`config.mk`:
```
export PLATFORM = sky130hd
export DESIGN_NAME = lif_neuron_array
export DESIGN_NICKNAME = d
export VERILOG_FILES = /design/src/rtl/lif_neuron_array.sv
export SDC_FILE = /design/constraint.sdc
export NUM_CORES = 1
export LEC_CHECK = 0
export BUFFER_PORTS_ARGS = -buffer_cell sky130_fd_sc_hd__buf_2
export CELL_PAD_IN_SITES_DETAIL_PLACEMENT = 2
export CELL_PAD_IN_SITES_GLOBAL_PLACEMENT = 2
export CORE_MARGIN = 4
export CORE_UTILIZATION = 35
export CTS_CLUSTER_SIZE = 40
export DETAILED_ROUTE_END_ITERATION = 10
export GPL_ROUTABILITY_DRIVEN = 0
export PLACE_DENSITY_LB_ADDON = 0.1
export SYNTH_ARGS = -nofsm -noshare
export SYNTH_HDL_FRONTEND = slang
export SYNTH_SLANG_ARGS = --single-unit
```
`constraint.sdc`:
```
create_clock -name clk -period 12.95 [get_ports clk]
set_clock_uncertainty 0.2 [all_clocks]
set_input_delay 3.885 -clock clk [delete_from_list [all_inputs] [get_ports clk]]
set_output_delay 3.885 -clock clk [all_outputs]
set_load 0.02 [all_outputs]
```
`src/rtl/lif_neuron_array.sv`:
```
// lif_neuron_array: N leaky integrate-and-fire neurons advanced together by a
// step strobe, with shared threshold/leak/refractory settings.
//
// Ports:
//   clk, reset          clock and synchronous active-high reset
//   step                advance every neuron by one time step this cycle
//   input_current       per-neuron current, neuron i at [i*DATA_W +: DATA_W]
//   threshold           firing threshold (fires when v >= threshold)
//   leak                subtractive amount (mode 0) or shift amount (mode 1)
//   leak_mode           0 = subtractive leak, 1 = proportional leak (v >> shift)
//   refractory_period   steps a neuron is held inactive after it spikes
//   clear_count         zero the aggregate counter (this cycle's spikes still add)
//   spike               registered one-cycle spike pulse per neuron
//   voltage             registered membrane voltage per neuron
//   spike_total         saturating count of all spikes since reset or clear
module lif_neuron_array #(
    parameter int N       = 4,
    parameter int DATA_W  = 8,
    parameter int REF_W   = 6,
    parameter int CNT_W   = 16,
    parameter int RESET_V = 0
) (
    input  logic                clk,
    input  logic                reset,
    input  logic                step,
    input  logic [N*DATA_W-1:0] input_current,
    input  logic [DATA_W-1:0]   threshold,
    input  logic [DATA_W-1:0]   leak,
    input  logic                leak_mode,
    input  logic [REF_W-1:0]    refractory_period,
    input  logic                clear_count,
    output logic [N-1:0]        spike,
    output logic [N*DATA_W-1:0] voltage,
    output logic [CNT_W-1:0]    spike_total
);

    localparam int                SH_W  = $clog2(DATA_W);
    localparam logic [DATA_W-1:0] RST_V = DATA_W'(RESET_V);

    logic [N-1:0][DATA_W-1:0] v_q;
    logic [N-1:0][DATA_W-1:0] v_d;
    logic [N-1:0][REF_W-1:0]  r_q;
    logic [N-1:0][REF_W-1:0]  r_d;
    logic [N-1:0]             spike_q;
    logic [N-1:0]             spike_d;
    logic [CNT_W-1:0]         total_q;
    logic [CNT_W-1:0]         total_d;

    // Per-neuron integration result, valid only when the neuron is active.
    logic [N-1:0][DATA_W-1:0] vsat;
    logic [N-1:0]             active;
    logic [N-1:0]             fire;

    for (genvar g = 0; g < N; g++) begin : g_neuron
        logic [DATA_W-1:0] cur;
        logic [DATA_W-1:0] decay;
        logic [DATA_W-1:0] vl;
        logic [DATA_W:0]   vs;

        assign cur = input_current[g*DATA_W +: DATA_W];

        // Proportional mode only looks at the low bits of leak so the shift
        // can never exceed the voltage width.
        assign decay = leak_mode ? (v_q[g] >> leak[SH_W-1:0]) : leak;

        // Leak floors at zero instead of wrapping.
        assign vl = (v_q[g] > decay) ? (v_q[g] - decay) : '0;

        // One extra bit catches overflow; saturate to all ones.
        assign vs      = {1'b0, vl} + {1'b0, cur};
        assign vsat[g] = vs[DATA_W] ? '1 : vs[DATA_W-1:0];

        assign active[g] = (r_q[g] == '0);
        assign fire[g]   = active[g] && (vsat[g] >= threshold);
    end

    always_comb begin
        v_d     = v_q;
        r_d     = r_q;
        spike_d = '0;
        if (step) begin
            for (int i = 0; i < N; i++) begin
                if (!active[i]) begin
                    // Refractory: count down, hold voltage, drop current.
                    r_d[i] = r_q[i] - 1'b1;
                end else if (fire[i]) begin
                    spike_d[i] = 1'b1;
                    v_d[i]     = RST_V;
                    r_d[i]     = refractory_period;
                end else begin
                    v_d[i] = vsat[i];
                end
            end
        end
    end

    logic [CNT_W:0] pop;
    logic [CNT_W:0] base;
    logic [CNT_W:0] sum;

    // spike_d is all zero when step is low, so the counter only moves on
    // step cycles (or on a clear).
    always_comb begin
        pop = '0;
        for (int i = 0; i < N; i++) begin
            pop = pop + {{CNT_W{1'b0}}, spike_d[i]};
        end
        base    = clear_count ? '0 : {1'b0, total_q};
        sum     = base + pop;
        total_d = sum[CNT_W] ? '1 : sum[CNT_W-1:0];
    end

    always_ff @(posedge clk) begin
        if (reset) begin
            v_q     <= {N{RST_V}};
            r_q     <= '0;
            spike_q <= '0;
            total_q <= '0;
        end else begin
            v_q     <= v_d;
            r_q     <= r_d;
            spike_q <= spike_d;
            total_q <= total_d;
        end
    end

    assign spike       = spike_q;
    assign voltage     = v_q;
    assign spike_total = total_q;

endmodule

```
-- Word level (Yosys, flattened, before mapping)
Index checks and enable logic that the tools add are counted.
- memory bits (writable): 0
- memories: 0
- output and inout port bits: 52
- word-level logic and storage cells: 93
- register bits after elaboration: 76
- latch bits: 0
- memory bits (read-only): 0
- shifts and indexed selects: 4
- $add $sub $neg: 16
- bitwise logic cells: 0
- divide/modulo/power cells: 0
- reduce and logical (&&, ||, !) cells: 16
- $mul: 0
- mux-type cells: 35
- eq/ne operators: 4
- $lt $le $gt $ge: 8
- operators by type and width (operator ; count):
    $mux W8 ; 16
    $mux W6 ; 8
    $add A8 B8 Y9 ; 4
    $ge A8 B8 Y1 ; 4
    $gt A8 B8 Y1 ; 4
    $mux W16 ; 2
    $shr A8 B3 Y8 ; 4
    $sub A8 B8 Y8 ; 4
    $logic_not A6 Y1 ; 4
    $sub A6 B1 Y6 const B ; 4
    $add A16 B4 Y17 ; 1
    $reduce_and A2 Y1 ; 8
    $mux W1 ; 8
    $ne A2 B1 Y1 const B ; 4
    $add A3 B1 Y4 ; 1
    $logic_and A1 B1 Y1 ; 4
    $mux W4 ; 1
    $add A2 B1 Y3 ; 1
    $add A1 B1 Y2 ; 1

-- Depth between registers and ports, before layout
- depth after elaboration: 16
- mapped depth: 36
- depth with buffers taken out: 34

-- Least setup slack after synthesis
Ideal clock, no wire load.
- path kind: input to register
- from: in leak[0]
- to: reg total_q[1] (netlist: spike_total[1])
- data arrival time: 11.302 ns
- stages on the path: 32
- setup time: 0.070 ns
- setup slack: 1.377 ns
- cells stage by stage: buf_2 buf_2 clkbuf_1 mux2i_1 o21ai_0 a32oi_1 ha_1 nor2b_1 o31ai_1 a21oi_1 o31ai_1 a211oi_1 ha_1 and2_1 a221oi_1 a21oi_1 or3_1 ha_1 a21oi_1 o21ai_0 a21oi_1 nor3_1 fa_1 inv_1 fa_1 inv_1 fa_1 nand4b_1 nor4b_2 nand4_1 clkbuf_1 a21oi_1
- word-level cells in the longest chain between the ends: 16
- ends and longest elaborated chain (item ; line ; source):
    start: declaration ; 28 ; input logic [DATA_W-1:0] leak,
    $shr A8 B3 Y8 ; 64 ; assign decay = leak_mode ? (v_q[g] >> leak[SH_W-1:0]) : leak;
    $mux W8 (*) ; 64 ;
    $sub A8 B8 Y8 or $gt A8 B8 Y1 (tied branches) ; 67 ; assign vl = (v_q[g] > decay) ? (v_q[g] - decay) : '0;
    $mux W8 (*) ; 67 ;
    $add A8 B8 Y9 (*) ; 70 ; assign vs = {1'b0, vl} + {1'b0, cur};
    $mux W8 (*) ; 71 ; assign vsat[g] = vs[DATA_W] ? '1 : vs[DATA_W-1:0];
    $ge A8 B8 Y1 (*) ; 74 ; assign fire[g] = active[g] && (vsat[g] >= threshold);
    $logic_and A1 B1 Y1 (*) ; 74 ;
    $mux W1 (*) ; 86 ; end else if (fire[i]) begin
    $mux W1 (*) ; 83 ; if (!active[i]) begin
    $mux W4 (*) ; 81 ; if (step) begin
    via spike_d[0] ; 45 ; logic [N-1:0] spike_d;
    $add A1 B1 Y2 (*) ; 106 ; pop = pop + {{CNT_W{1'b0}}, spike_d[i]};
    $add A2 B1 Y3 (*) ; 106 ;
    $add A3 B1 Y4 (*) ; 106 ;
    $add A16 B4 Y17 (*) ; 109 ; sum = base + pop;
    $mux W16 (*) ; 110 ; total_d = sum[CNT_W] ? '1 : sum[CNT_W-1:0];
    end signal: assignment ; 123 ; total_q <= total_d;
    end: declaration ; 46 ; logic [CNT_W-1:0] total_q;
The timed path passes the listed nets; every way through them passes the cells marked *.
A chain may end at the register's enable or synchronous reset.

-- Worst setup path after layout
- from: in leak[0]
- to: reg total_q[3] (netlist: spike_total[3])
The elaborated chain is that of the path after synthesis.

==> run_results.csv <==
group,metric,value,unit
outcome,run_status,"finished, final reports clean",
setup_path,critical_path_required,13030,ps
job,max_cap_viol_count,0,
power_and_ir_drop,netSwitchingFraction,53.7,%
clock_network,post-cts-setup-buffers,0,
setup_path,startpoint_of_the_worst_setup_timing_path,"leak[0]",
clock_network,clock-root-buffer,"clkbuf_16",
final_layout,syn2layout_area_growth,15.1,%
timing,finalCritPeriodShare,94.4,%
global_route,via_count_of_the_first_global_routing_pass,9202,
setup_path,path_type_of_the_worst_setup_path,"input pin to register",
power_and_ir_drop,total_power,3.24,mW
final_layout,area.sequential,0.00152,mm2
setup_path,worst-path-stages,33,
global_route,grt-ovfl-total,0,
power_and_ir_drop,combinational_share_of_power,77.1,%
timing,setup_violating_endpoint_count_in_the_final_report,0,
setup_path,worst_path_most_repeated_cell,"fa_1",
power_and_ir_drop,cell_internal_pwr,1.50,mW
setup_path,worstRegToRegCells,35,
power_and_ir_drop,power.switching,1.74,mW
synthesis,synth-seq-area-share,18.4,%
synthesis,syn-mean-instance-area,7.96,um2
drt,routed-via-count,8720,
clock_network,cts_buffer_depth,2,
placement,pre_cts_slack,384,ps
setup_path,slowest_delay,570,ps
final_layout,final_cell_mix,"109 x buf_2, 101 x ha_1, 88 x nand2_1",
drt,antenna_left,0,
die,rows,55,
timing,final.min_clock_period,12220,ps
final_layout,layoutNonFillerInstCount,1459,
die,floorplan.die.height,162,um
global_route,number_of_antenna_violations_at_the_first_check_in_global_routing,1,
setup_path,startpoint_class_of_the_critical_path,"input pin",
drt,route.final.wire_length,32.3,mm
drt,remaining_drc_errors,0,
setup_path,setup.worst_path.end,"spike_total[3]",
setup_path,cp_slowest_cell,"mux4_2",
synthesis,synth_warnings,0,
drt,detail_route.iter0.violations,400,
setup_path,critical_path.reg2reg.endpoint,"spike_total[3]",
timing,unrepaired_setup_endpoints_after_global_routing,"false",
final_layout,diodes,0,
drt,first_pass_iters,4,
die,dieWidth,162,um
drt,route.detailed.vias_per_inst,5.98,
die,top_level_ports,111,
synthesis,asyncSetResetFlopFracSynth,0,%
synthesis,synth-main-ff-cell,"dfxtp_1",
power_and_ir_drop,power_frac_seq,14.3,%
clock_network,cts_max_level,3,
final_layout,leading_cell_type_in_the_layout_fill_and_taps_excluded,"buf_2",
die,dieArea,0.0262,mm2
synthesis,ys_seq_elements,76,
timing,post-route-worst-setup-slack,731,ps
clock_network,cts_made_buffers,9,
placement,io_buffer_count,110,
clock_network,tritoncts_clock_tree,"built",
global_route,gr-usage-all-layers,24.2,%
final_layout,finalCoreUtilization,41.6,%
timing,hold_viol,0,
synthesis,synthesis.instances,1039,
global_route,grt_max_degree,48,
synthesis,edff_count_synth,0,
placement,dp_hpwl,25.0,mm
power_and_ir_drop,clockPowerShare,8.6,%
power_and_ir_drop,power.density,340,mW/mm2
clock_network,worstSkewPairLatency,340,ps
synthesis,syn_area,0.00827,mm2
setup_path,critPathMaxFanout,27,
power_and_ir_drop,p_leak,4.17,nW
worst_hold_path,hold_path.class,"register to register",
drt,final_routed_wire_length_divided_by_cell_count,22.1,um
clock_network,clkTransAtPathRegs,60,ps
setup_path,critical_path_arrival,12300,ps
global_route,wire_length_of_the_first_global_routing_pass,51.2,mm
setup_path,worst-r2r-setup-slack,4330,ps
setup_path,crit_buf_inv,5,
timing,finalMaxSlewViolations,0,
timing,setup_total_negative_slack,0,ps
final_layout,multi_input_comb_area,0.00645,mm2
timing,timing.fmax,81.8,MHz
final_layout,nNetsFinal,1312,
worst_hold_path,hold_start,"r_q[16]",
setup_path,critical_path.reg2reg.startpoint,"voltage[12]",
setup_path,endpoint_kind,"register",
die,design.core.area,0.0229,mm2
final_layout,fillerInstances,2695,
final_layout,final_layout_size_suffix_gt1_share,15.1,%
power_and_ir_drop,max-vdd-ir-drop,0.0000958,V
clock_network,cts.sinks,76,
timing,timing.slew.headroom,46.5,%
setup_path,worst_path_dominant_cell_family,"adder cells",
synthesis,synth_nets,1210,
placement,numPlacedInstances,1443,
synthesis,yosys.cell_types.count,68,
die,initial_core_util,36.1,%
timing,timing_worst_slew_pin_value,803,ps
## cells in the mapped netlist, drive strengths merged, types with 7 or more instances
library cell / instances / area, um2
nor4: 8 / 50.1
nand3: 13 / 65.1
mux4: 7 / 158
buf: 8 / 38.8
o21a: 11 / 82.6
or3: 19 / 119
o31ai: 14 / 105
a21o: 24 / 180
ha: 101 / 1260
a21oi: 78 / 390
nor3b: 14 / 105
and3: 12 / 75.1
mux2i: 28 / 280
nor2: 59 / 221
nand3b: 7 / 52.6
a221oi: 12 / 118
fa: 11 / 220
o2111ai: 9 / 78.8
nor2b: 33 / 206
a211oi: 26 / 208
o21ai: 75 / 375
nor3: 54 / 270
a22o: 11 / 96.3
nand2: 89 / 342
clkbuf: 27 / 101
nand4: 10 / 62.6
nand2b: 11 / 76.3
a32o: 9 / 90.1
xnor2: 28 / 245
dfxtp: 76 / 1520
a31oi: 16 / 100
inv: 42 / 158
a311oi: 7 / 61.3
## routing by layer
layer | part of all wire (%) | up-vias | track usage (%)
li1 | - | 4170 | -
met1 | 47 | 4370 | 32.8
met2 | 49 | 154 | 42.5
met3 | 3.5 | 24 | 2.72
met4 | 0.98 | 2 | 3.84
met5 | 0.056 | - | 0
## worst register-to-register path, delay by kind of cell (launching register included)
kind	cells	cell delay (ps)
AO/OA/AOI/OAI	11	2680
adder cells (fa/ha/maj)	7	2230
buffers and inverters	5	680
flip-flops	1	490
multiplexers	1	170
AND/OR/NAND/NOR	11	2110
## timing repair
action / in CTS / in global routing
setup endpoints to repair: 0 / 15
hold buffers: 0 / 0
resized for setup: 0 / 1
## cell families (layout without fill, tap and decap cells)
family | Yosys count | in the layout | synth area share [%]
mux | 40 | 40 | 5.97
fa+ha+maj | 112 | 112 | 17.9
buf+inv | 79 | 186 | 3.69
simple gates | 362 | 362 | 23.2
compound gates | 340 | 340 | 27.7
xor+xnor | 30 | 30 | 3.18
flops | 76 | 76 | 18.4
## cell type report
cell class	instances	share of cell area [%]
flip-flops and latches	76	16.0
multi-input cells	884	67.7
clock inverters	3	0.447
clock buffers	13	2.94
repair buffers	126	7.07
inverters	44	1.73
well taps	313	4.11
## flip-flops by register name, summed over array words and instances, names as in the netlist
name	cells
r_q	24
spike	4
spike_total	16
voltage	32
## worst min path at each step
stage	to	cells past startpoint
floorplan	r_q[16]	2
global placement	r_q[16]	2
detailed placement	r_q[16]	2
global route	r_q[16]	2
finish	r_q[16]	2
CTS	r_q[16]	2
## power by group through the flow
stage          logic (mW)  registers, mW  clock network, mW
2_1_floorplan        1.72          0.470                  0
3_3_place_gp         2.40          0.463                  0
3_5_place_dp         2.48          0.465                  0
4_1_cts              2.51          0.462              0.286
5_1_grt              2.80          0.478              0.296
6_report             2.50          0.464              0.279
## stage by stage
stage	hold slack (ps)	cell area, um2
2_1_floorplan	258	8270
3_3_place_gp	267	9200
3_5_place_dp	284	9200
4_1_cts	293	9520
5_1_grt	315	9520
6_report	292	9520
Power figures use the tool's default switching activity.
